===== config.mk =====
export PLATFORM = sky130hd
export DESIGN_NAME = mdu_iter_flat
export DESIGN_NICKNAME = d
export VERILOG_FILES = /design/src/rtl/mdu_iter_if.sv /design/src/rtl/mdu_iter.sv /design/src/flat_wrapper.sv
export SDC_FILE = /design/constraint.sdc
export NUM_CORES = 1
export LEC_CHECK = 0
export CAP_MARGIN = 20
export CORE_MARGIN = 5
export CORE_UTILIZATION = 53
export CTS_BUF_LIST = sky130_fd_sc_hd__clkbuf_16
export DETAILED_ROUTE_END_ITERATION = 10
export HOLD_SLACK_MARGIN = 0.08
export PLACE_DENSITY = 0.78
export SLEW_MARGIN = 20
export SYNTH_ARGS = -nofsm -noshare
export SYNTH_HDL_FRONTEND = slang
export SYNTH_SLANG_ARGS = --single-unit

===== constraint.sdc =====
create_clock -name clk -period 2.41 [get_ports clk]
set_input_delay 0.482 -clock clk [delete_from_list [all_inputs] [get_ports clk]]
set_output_delay 0.482 -clock clk [all_outputs]
set_load 0.005 [all_outputs]

===== src/rtl/mdu_iter_if.sv =====
// Request/result bundle between the control unit and the iterative MUL/DIV unit.
// Latency: n/a (wires only).
// Backpressure: none; busy tells the master when start will be ignored.
//
// Signals:
//   start/op/a/b/rd_in : request, driven by the control unit (master)
//   busy/done          : status back to the control unit
//   wr_en/wr_rd/wr_data: register-file write port, driven by the unit (slave)
interface mdu_iter_if #(
    parameter int DATA_WIDTH = 8
);
    logic                  start;
    logic [1:0]            op;
    logic [DATA_WIDTH-1:0] a;
    logic [DATA_WIDTH-1:0] b;
    logic [2:0]            rd_in;
    logic                  busy;
    logic                  done;
    logic                  wr_en;
    logic [2:0]            wr_rd;
    logic [DATA_WIDTH-1:0] wr_data;

    modport master (
        output start, op, a, b, rd_in,
        input  busy, done, wr_en, wr_rd, wr_data
    );

    modport slave (
        input  start, op, a, b, rd_in,
        output busy, done, wr_en, wr_rd, wr_data
    );
endinterface


===== src/rtl/mdu_iter.sv =====
// Radix-2 unsigned multiply/divide unit, one result bit per cycle, single issue.
// Latency: DATA_WIDTH+2 edges from start acceptance back to IDLE; divide-by-zero
// and disabled-divider ops take 2 edges. Backpressure: start ignored while busy.
//
// Ports:
//   clk  - rising-edge clock
//   rst  - synchronous active-high reset, overrides everything (in-flight op dropped)
//   bus  - mdu_iter_if.slave: start/op/a/b/rd_in request, busy/done status,
//          wr_en/wr_rd/wr_data register-file write port
// Build option: define MDU_DIV_EN to include the restoring divider (DIVU/REMU).
// Without it DIVU/REMU complete immediately with a zero result.
module mdu_iter #(
    parameter int DATA_WIDTH = 8
) (
    input  logic        clk,
    input  logic        rst,
    mdu_iter_if.slave   bus
);
    localparam int CW = $clog2(DATA_WIDTH + 1);

    typedef enum logic [1:0] {
        S_IDLE = 2'd0,
        S_RUN  = 2'd1,
        S_DONE = 2'd2
    } state_t;

    state_t                  state_q, state_d;
    logic [CW-1:0]           cnt_q, cnt_d;
    logic [1:0]              op_q, op_d;
    logic [2:0]              rd_q, rd_d;
    logic [DATA_WIDTH-1:0]   opa_q, opa_d;      // multiplicand
    logic [DATA_WIDTH-1:0]   opb_q, opb_d;      // multiplier (shifted out LSB first) or divisor
    logic [2*DATA_WIDTH-1:0] acc_q, acc_d;
    logic                    done_q, done_d;
    logic                    wr_en_q, wr_en_d;
    logic [2:0]              wr_rd_q, wr_rd_d;
    logic [DATA_WIDTH-1:0]   wr_data_q, wr_data_d;

    // ---------------- multiply step ----------------
    // Add the multiplicand into the high half with a carry bit, then shift
    // {carry, acc} right by one. After DATA_WIDTH steps acc holds the product.
    logic [DATA_WIDTH:0]     mul_sum;
    logic [2*DATA_WIDTH-1:0] mul_acc;

    assign mul_sum = {1'b0, acc_q[2*DATA_WIDTH-1:DATA_WIDTH]}
                   + {1'b0, (opb_q[0] ? opa_q : {DATA_WIDTH{1'b0}})};
    assign mul_acc = {mul_sum, acc_q[DATA_WIDTH-1:1]};

    // ---------------- divide step ----------------
    // acc = {remainder, quotient}; the quotient half starts out holding the
    // dividend and is shifted out into the remainder one bit per cycle.
`ifdef MDU_DIV_EN
    logic [DATA_WIDTH:0]     div_rem_sh;   // remainder after the left shift, one extra bit
    logic [DATA_WIDTH:0]     div_diff;
    logic [2*DATA_WIDTH-1:0] div_acc;

    assign div_rem_sh = acc_q[2*DATA_WIDTH-1:DATA_WIDTH-1];
    assign div_diff   = div_rem_sh - {1'b0, opb_q};
    // A set MSB in the difference is the borrow: restore the shifted remainder.
    assign div_acc    = div_diff[DATA_WIDTH]
                      ? {div_rem_sh[DATA_WIDTH-1:0], acc_q[DATA_WIDTH-2:0], 1'b0}
                      : {div_diff[DATA_WIDTH-1:0],   acc_q[DATA_WIDTH-2:0], 1'b1};
`endif

    logic [2*DATA_WIDTH-1:0] step_acc;

    always_comb begin
        step_acc = mul_acc;
`ifdef MDU_DIV_EN
        if (op_q[1]) begin
            step_acc = div_acc;
        end
`endif
    end

    // ---------------- control ----------------
    always_comb begin
        state_d   = state_q;
        cnt_d     = cnt_q;
        op_d      = op_q;
        rd_d      = rd_q;
        opa_d     = opa_q;
        opb_d     = opb_q;
        acc_d     = acc_q;
        done_d    = 1'b0;
        wr_en_d   = 1'b0;
        wr_rd_d   = wr_rd_q;
        wr_data_d = wr_data_q;

        case (state_q)
            S_IDLE: begin
                if (bus.start) begin
                    op_d    = bus.op;
                    rd_d    = bus.rd_in;
                    opa_d   = bus.a;
                    opb_d   = bus.b;
                    cnt_d   = CW'(DATA_WIDTH);
                    acc_d   = '0;
                    state_d = S_RUN;
                    if (bus.op[1]) begin
`ifdef MDU_DIV_EN
                        // Divider needs the dividend preloaded in the quotient half.
                        acc_d = {{DATA_WIDTH{1'b0}}, bus.a};
                        if (bus.b == '0) begin
                            // Divide by zero: quotient all ones, remainder = dividend.
                            state_d   = S_DONE;
                            done_d    = 1'b1;
                            wr_en_d   = (bus.rd_in != 3'd0);
                            wr_rd_d   = bus.rd_in;
                            wr_data_d = bus.op[0] ? bus.a : {DATA_WIDTH{1'b1}};
                        end
`else
                        state_d   = S_DONE;
                        done_d    = 1'b1;
                        wr_en_d   = (bus.rd_in != 3'd0);
                        wr_rd_d   = bus.rd_in;
                        wr_data_d = '0;
`endif
                    end
                end
            end

            S_RUN: begin
                acc_d = step_acc;
                cnt_d = cnt_q - CW'(1);
                if (!op_q[1]) begin
                    opb_d = opb_q >> 1;
                end
                if (cnt_q == CW'(1)) begin
                    state_d   = S_DONE;
                    done_d    = 1'b1;
                    wr_en_d   = (rd_q != 3'd0);
                    wr_rd_d   = rd_q;
                    // op[0] picks the high half for both MULH (product high)
                    // and REMU (remainder); low half is MUL/DIVU.
                    wr_data_d = op_q[0] ? step_acc[2*DATA_WIDTH-1:DATA_WIDTH]
                                        : step_acc[DATA_WIDTH-1:0];
                end
            end

            S_DONE: begin
                state_d = S_IDLE;
            end

            default: begin
                state_d = S_IDLE;
            end
        endcase
    end

    always_ff @(posedge clk) begin
        if (rst) begin
            state_q   <= S_IDLE;
            cnt_q     <= '0;
            op_q      <= '0;
            rd_q      <= '0;
            opa_q     <= '0;
            opb_q     <= '0;
            acc_q     <= '0;
            done_q    <= 1'b0;
            wr_en_q   <= 1'b0;
            wr_rd_q   <= '0;
            wr_data_q <= '0;
        end else begin
            state_q   <= state_d;
            cnt_q     <= cnt_d;
            op_q      <= op_d;
            rd_q      <= rd_d;
            opa_q     <= opa_d;
            opb_q     <= opb_d;
            acc_q     <= acc_d;
            done_q    <= done_d;
            wr_en_q   <= wr_en_d;
            wr_rd_q   <= wr_rd_d;
            wr_data_q <= wr_data_d;
        end
    end

    assign bus.busy    = (state_q != S_IDLE);
    assign bus.done    = done_q;
    assign bus.wr_en   = wr_en_q;
    assign bus.wr_rd   = wr_rd_q;
    assign bus.wr_data = wr_data_q;

endmodule


===== src/flat_wrapper.sv =====
// flat-port wrapper written by rule: the top's interface ports become plain ports
module mdu_iter_flat 
#(
    parameter int DATA_WIDTH = 8
)
  (clk, rst, bus_start, bus_op, bus_a, bus_b, bus_rd_in, bus_busy, bus_done, bus_wr_en, bus_wr_rd, bus_wr_data);
  mdu_iter_if #(.DATA_WIDTH(DATA_WIDTH)) bus_i ();
  input  logic clk;
  input  logic rst;
  input wire logic [$bits(bus_i.start)-1:0] bus_start;
  input wire logic [$bits(bus_i.op)-1:0] bus_op;
  input wire logic [$bits(bus_i.a)-1:0] bus_a;
  input wire logic [$bits(bus_i.b)-1:0] bus_b;
  input wire logic [$bits(bus_i.rd_in)-1:0] bus_rd_in;
  output wire logic [$bits(bus_i.busy)-1:0] bus_busy;
  output wire logic [$bits(bus_i.done)-1:0] bus_done;
  output wire logic [$bits(bus_i.wr_en)-1:0] bus_wr_en;
  output wire logic [$bits(bus_i.wr_rd)-1:0] bus_wr_rd;
  output wire logic [$bits(bus_i.wr_data)-1:0] bus_wr_data;
  assign bus_i.start = bus_start;
  assign bus_i.op = bus_op;
  assign bus_i.a = bus_a;
  assign bus_i.b = bus_b;
  assign bus_i.rd_in = bus_rd_in;
  assign bus_busy = bus_i.busy;
  assign bus_done = bus_i.done;
  assign bus_wr_en = bus_i.wr_en;
  assign bus_wr_rd = bus_i.wr_rd;
  assign bus_wr_data = bus_i.wr_data;
  mdu_iter #(.DATA_WIDTH(DATA_WIDTH)) u_core (.clk(clk), .rst(rst), .bus(bus_i));
endmodule

======== After elaboration in Yosys (flattened, before gate mapping) ========
Cells that the tools add are included.
storage, ports and cells
  register bits ........................... 56
  input port bits ......................... 24
  output and inout bits ................... 14
  logic and storage cells ................. 58
operators by class
  add/sub/neg operators ................... 2
  equal/unequal tests ..................... 6
  mux-type cells .......................... 29
  reduce and logical (&&, ||, !) cells .... 10
operators by type and width
  kind                                              number
  two-way mux 8 bit                                 7
  case mux 16 bit (2 select lines)                  1
  case mux 8 bit (2 select lines)                   2
  two-way mux 16 bit                                1
  adder 8 x 8 -> 9 bit                              1
  two-way mux 3 bit                                 3
  case mux 4 bit (2 select lines)                   1
  two-way mux 1 bit                                 6
  two-way mux 2 bit                                 3
  != test 2 bit, second input constant              3
  case mux 3 bit (2 select lines)                   1
  AND reduction 2 bit                               3
  nonzero test 3 bit                                2
  == test 4 x 1 -> 1 bit, second input constant     1
  two-way mux 4 bit                                 1
  case mux 1 bit (2 select lines)                   2
  case mux 2 bit (2 select lines)                   1
  AND reduction 4 bit                               1
  nonzero test 2 bit                                2
  subtractor 4 x 1 -> 4 bit, second input constant  1
  AND reduction 3 bit                               1
  == test 2 x 1 -> 1 bit, second input constant     1
  zero test 2 bit                                   1
  != test 2 x 1 -> 1 bit, second input constant     1

======== Depth between registers and ports, before layout ========
  depth after elaboration ................. 5
  depth in mapped cells ................... 8
  mapped depth without buffers ............ 8

======== Worst setup path before layout ========
Ideal clock, no wire load.
  path type ............................... reg-to-reg
  start point ............................. reg u_core.opb_q[0]
  end point ............................... reg u_core.acc_q[15]
  setup time .............................. 0.117 ns
  arrival ................................. 1.820 ns
  required time ........................... 2.293 ns
  setup slack ............................. 0.473 ns
  cell stages (with the launch flop) ...... 9
  buffers on the path ..................... 0
  clock period less this slack ............ 1.937 ns
  cells stage by stage .................... dfxtp_1 and2_1 ha_1 fa_1 a21oi_1 o21ai_0 a21oi_1 a21oi_1 a32o_1
on the way
  cells in the longest elaborated chain, start to end .. 3
ends and longest elaborated chain
  element                           RTL line         RTL
  start: declaration                mdu_iter.sv:32   logic [DATA_WIDTH-1:0] opb_q, opb_d;
  start signal: assignment          mdu_iter.sv:170  opb_q <= opb_d;
  two-way mux 8 bit                 mdu_iter.sv:46   + {1'b0, (opb_q[0] ? opa_q : {DATA_WIDTH{1'b0}})};
  adder 8 x 8 -> 9 bit              mdu_iter.sv:46
  case mux 16 bit (2 select lines)  mdu_iter.sv:90   case (state_q)
  end signal: assignment            mdu_iter.sv:159  acc_q <= '0;
  end signal: assignment            mdu_iter.sv:171  acc_q <= acc_d;
  end: declaration                  mdu_iter.sv:33   logic [2*DATA_WIDTH-1:0] acc_q, acc_d;
Every way passes these cells.
A chain may end at the register's enable or synchronous reset.

======== Final worst setup path ========
Ends and elaborated chain as after synthesis.

==> summary.txt <==
Max Cap Violations: 0
IO Count: 38
Hold crit path type: reg -> reg
Starting density of the core: 54.0%
Share of the synthesized area in the top cell type: 43.7%
Via/cell ratio: 5.61
Num CTS Buffers: 5
Post-synth EDFFs: 0
Post-synthesis async set-or-reset flop share: 0%
WL/cell: 14.9 µm
Die width: 78.9 µm
Commonest register cell after synthesis: dfxtp_1
YS warnings: 0
RSZ-0062 raised after global routing: no
CP Data Required Time: 2590 ps
Vias in the first global route: 2077
Slew @ Worst Pin: 543 ps
Global-route wire length before repair: 9560 µm
Comb power frac: 14.4%
Max Fanout on Critical Path: 9
Largest net degree at the start of global routing: 25
GR Util All Layers: 19.1%
# DRC: 0
Sink Count: 55
Die boundary height: 78.9 µm
DR iter-0 viols: 149
Register bit total from synthesis: 55
Clock skew: 5.64 ps
Post-layout nets: 367
Fill count: 390
Initial antenna violation count: 0
Synth top area cells: dfxtp_1 (44%), nand2_1 (8.2%), a21oi_1 (5.4%), nor2_1 (5.2%), ha_1 (5.0%)
DP Cell Count: 379
Post-DP HPWL: 4110 µm
Design area: 0.00310 mm²
Final std cells w/o fill: 387
Area leader, netlist: dfxtp_1
Static leakage: 1.23 nW
Worst-Skew Late Latency: 290 ps
Post-synth cell types: 47
P_sw: 0.514 mW
Clock power frac: 37.8%
Total number of vias: 2172
Critical path arrival: 2340 ps
Final antenna diode count: 0
Sequential share of power: 47.7%
# port buffers: 37
Final Wtd Congestion: 0.896
Avg Cell Area, Syn: 8.48 µm²
Most frequent cells after synthesis: dfxtp_1 (55), nand2_1 (55), nor2_1 (35)
Switching Share: 24.5%
Drt total wl: 5750 µm
Finished Core Util: 66.5%
H-tree depth: 2
Minimum clock period: 2160 ps
CTS tree: built
Status: complete, no violations
FF/Latch Area: 0.00110 mm²
Final ANT Viol Nets: 0
Final Setup Violations: 0
Multi-input logic area: 0.00131 mm²
Share of layout cells above drive strength 1: 6.91%
Final period util: 89.5%
Hold buffers post-CTS: 0
Final hold violations: 0
Crit start category: register
Grt ovf: 0
PwrDens: 677 mW/mm²
Gr busiest metal: met2
Area Growth Syn to Fin: 23.1%
Global Route met3 Usage: 4.20%
Standard-cell rows: 25
Max Freq: 464 MHz
Resized cells post-CTS: 0
Post-Syn Nets: 332
Clk buf depth: 2
Initial DRT Pass Iterations: 4
Endpoint type of the worst setup path: register
GRT met2 Usage: 33.2%
Seq/Total Area, Yosys: 43.7%
Post-DP Area: 0.00294 mm²
Synthesized cell area: 0.00252 mm²
Relative slew slack: 63.8%
Post-CTS Setup Bufs: 0
Mapped Cells: 297
Total die area: 0.00623 mm²
Setup CP Type: reg -> reg
CTS Root Cell: clkbuf_16
Register clock-pin slew on the reported worst setup and hold paths: 70 ps
Total internal power: 1.59 mW
Worst vdd ir: 439 µV
Met1 Resource Use GR: 24.3%
Max Slew Vio Count: 0
TNS Setup: 0 ps
Core Area: 0.00466 mm²
[sequential cells by signal (all words and copies together), names as in the netlist]
| name | count |
|---|---|
| u_core.acc_q | 15 |
| u_core.bus.done | 1 |
| u_core.bus.wr_data | 8 |
| u_core.bus.wr_en | 1 |
| u_core.bus.wr_rd | 3 |
| u_core.cnt_q | 4 |
| u_core.op_q | 2 |
| u_core.opa_q | 8 |
| u_core.opb_q | 8 |
| u_core.rd_q | 3 |
| u_core.state_q | 2 |
[critical path: stages (launching register included)]
cell,delay (ps)
dfxtp_1,360
and2_1,180
ha_1,210
fa_1,420
a21oi_1,190
o21ai_0,100
a21oi_1,240
a21oi_1,130
a32o_1,220
[power by group through the flow]
| stage | Clock [mW] | Sequential, mW | Combinational, mW |
|---|---|---|---|
| after floorplan | 0 | 1.00 | 0.192 |
| after global placement | 0 | 1.02 | 0.296 |
| after global routing | 0.846 | 1.01 | 0.336 |
| final | 0.793 | 1.00 | 0.303 |
| after CTS | 0.807 | 1.00 | 0.304 |
| after detailed placement | 0 | 1.02 | 0.301 |
[path summary, 6_finish.rpt]
check                      to  slack, ps  cells past startpoint       startpoint
min           u_core.opa_q[3]        450                      2  u_core.opa_q[3]
max reg2reg  u_core.acc_q[15]        250                      8  u_core.opb_q[0]
max          u_core.acc_q[15]        250                      8  u_core.opb_q[0]
min reg2reg   u_core.opa_q[3]        450                      2  u_core.opa_q[3]
[layout by cell type (no fill, tap or decap), types with 8 or more instances in the layout]
cell and count:
and2_1 8, nor2_1 35, dfxtp_1 55, a21oi_1 27, a22oi_1 13, ha_1 10, nand2_1 55, a311oi_1 11
buf_4 9, clkdlybuf4s50_1 36
[stage by stage]
stage,hold slack (ps),setup WS [ps],total power [mW]
global route,483,111,2.19
finish,453,253,2.10
detailed placement,445,305,1.32
floorplan,431,473,1.20
global placement,441,366,1.31
CTS,454,253,2.11
[logic make-up after synthesis]
kind of cell	after synthesis	share of synthesized area (%)
mux	2	0.795
flops	55	43.7
compound gates	74	20.6
fa+ha+maj	11	5.77
xor+xnor	7	2.44
simple gates	123	22.4
buf+inv	25	4.32
[layer usage]
metal  routed length, µm  vias to the layer above
li1                    -                     1104
met1                2580                     1015
met2                2850                       49
met3                 273                        4
met4                  46                        0
met5                   0                        -
[cell type report]
class                      instances  area share, %
clock inverter                     3           1.25
sequential                        55           35.5
timing repair buffer              46           14.0
clock buffer                       5           4.04
tap                               54           2.18
inverter                           7          0.848
multi-input combinational        217           42.2
No activity file was read; power rests on OpenSTA's default activity.
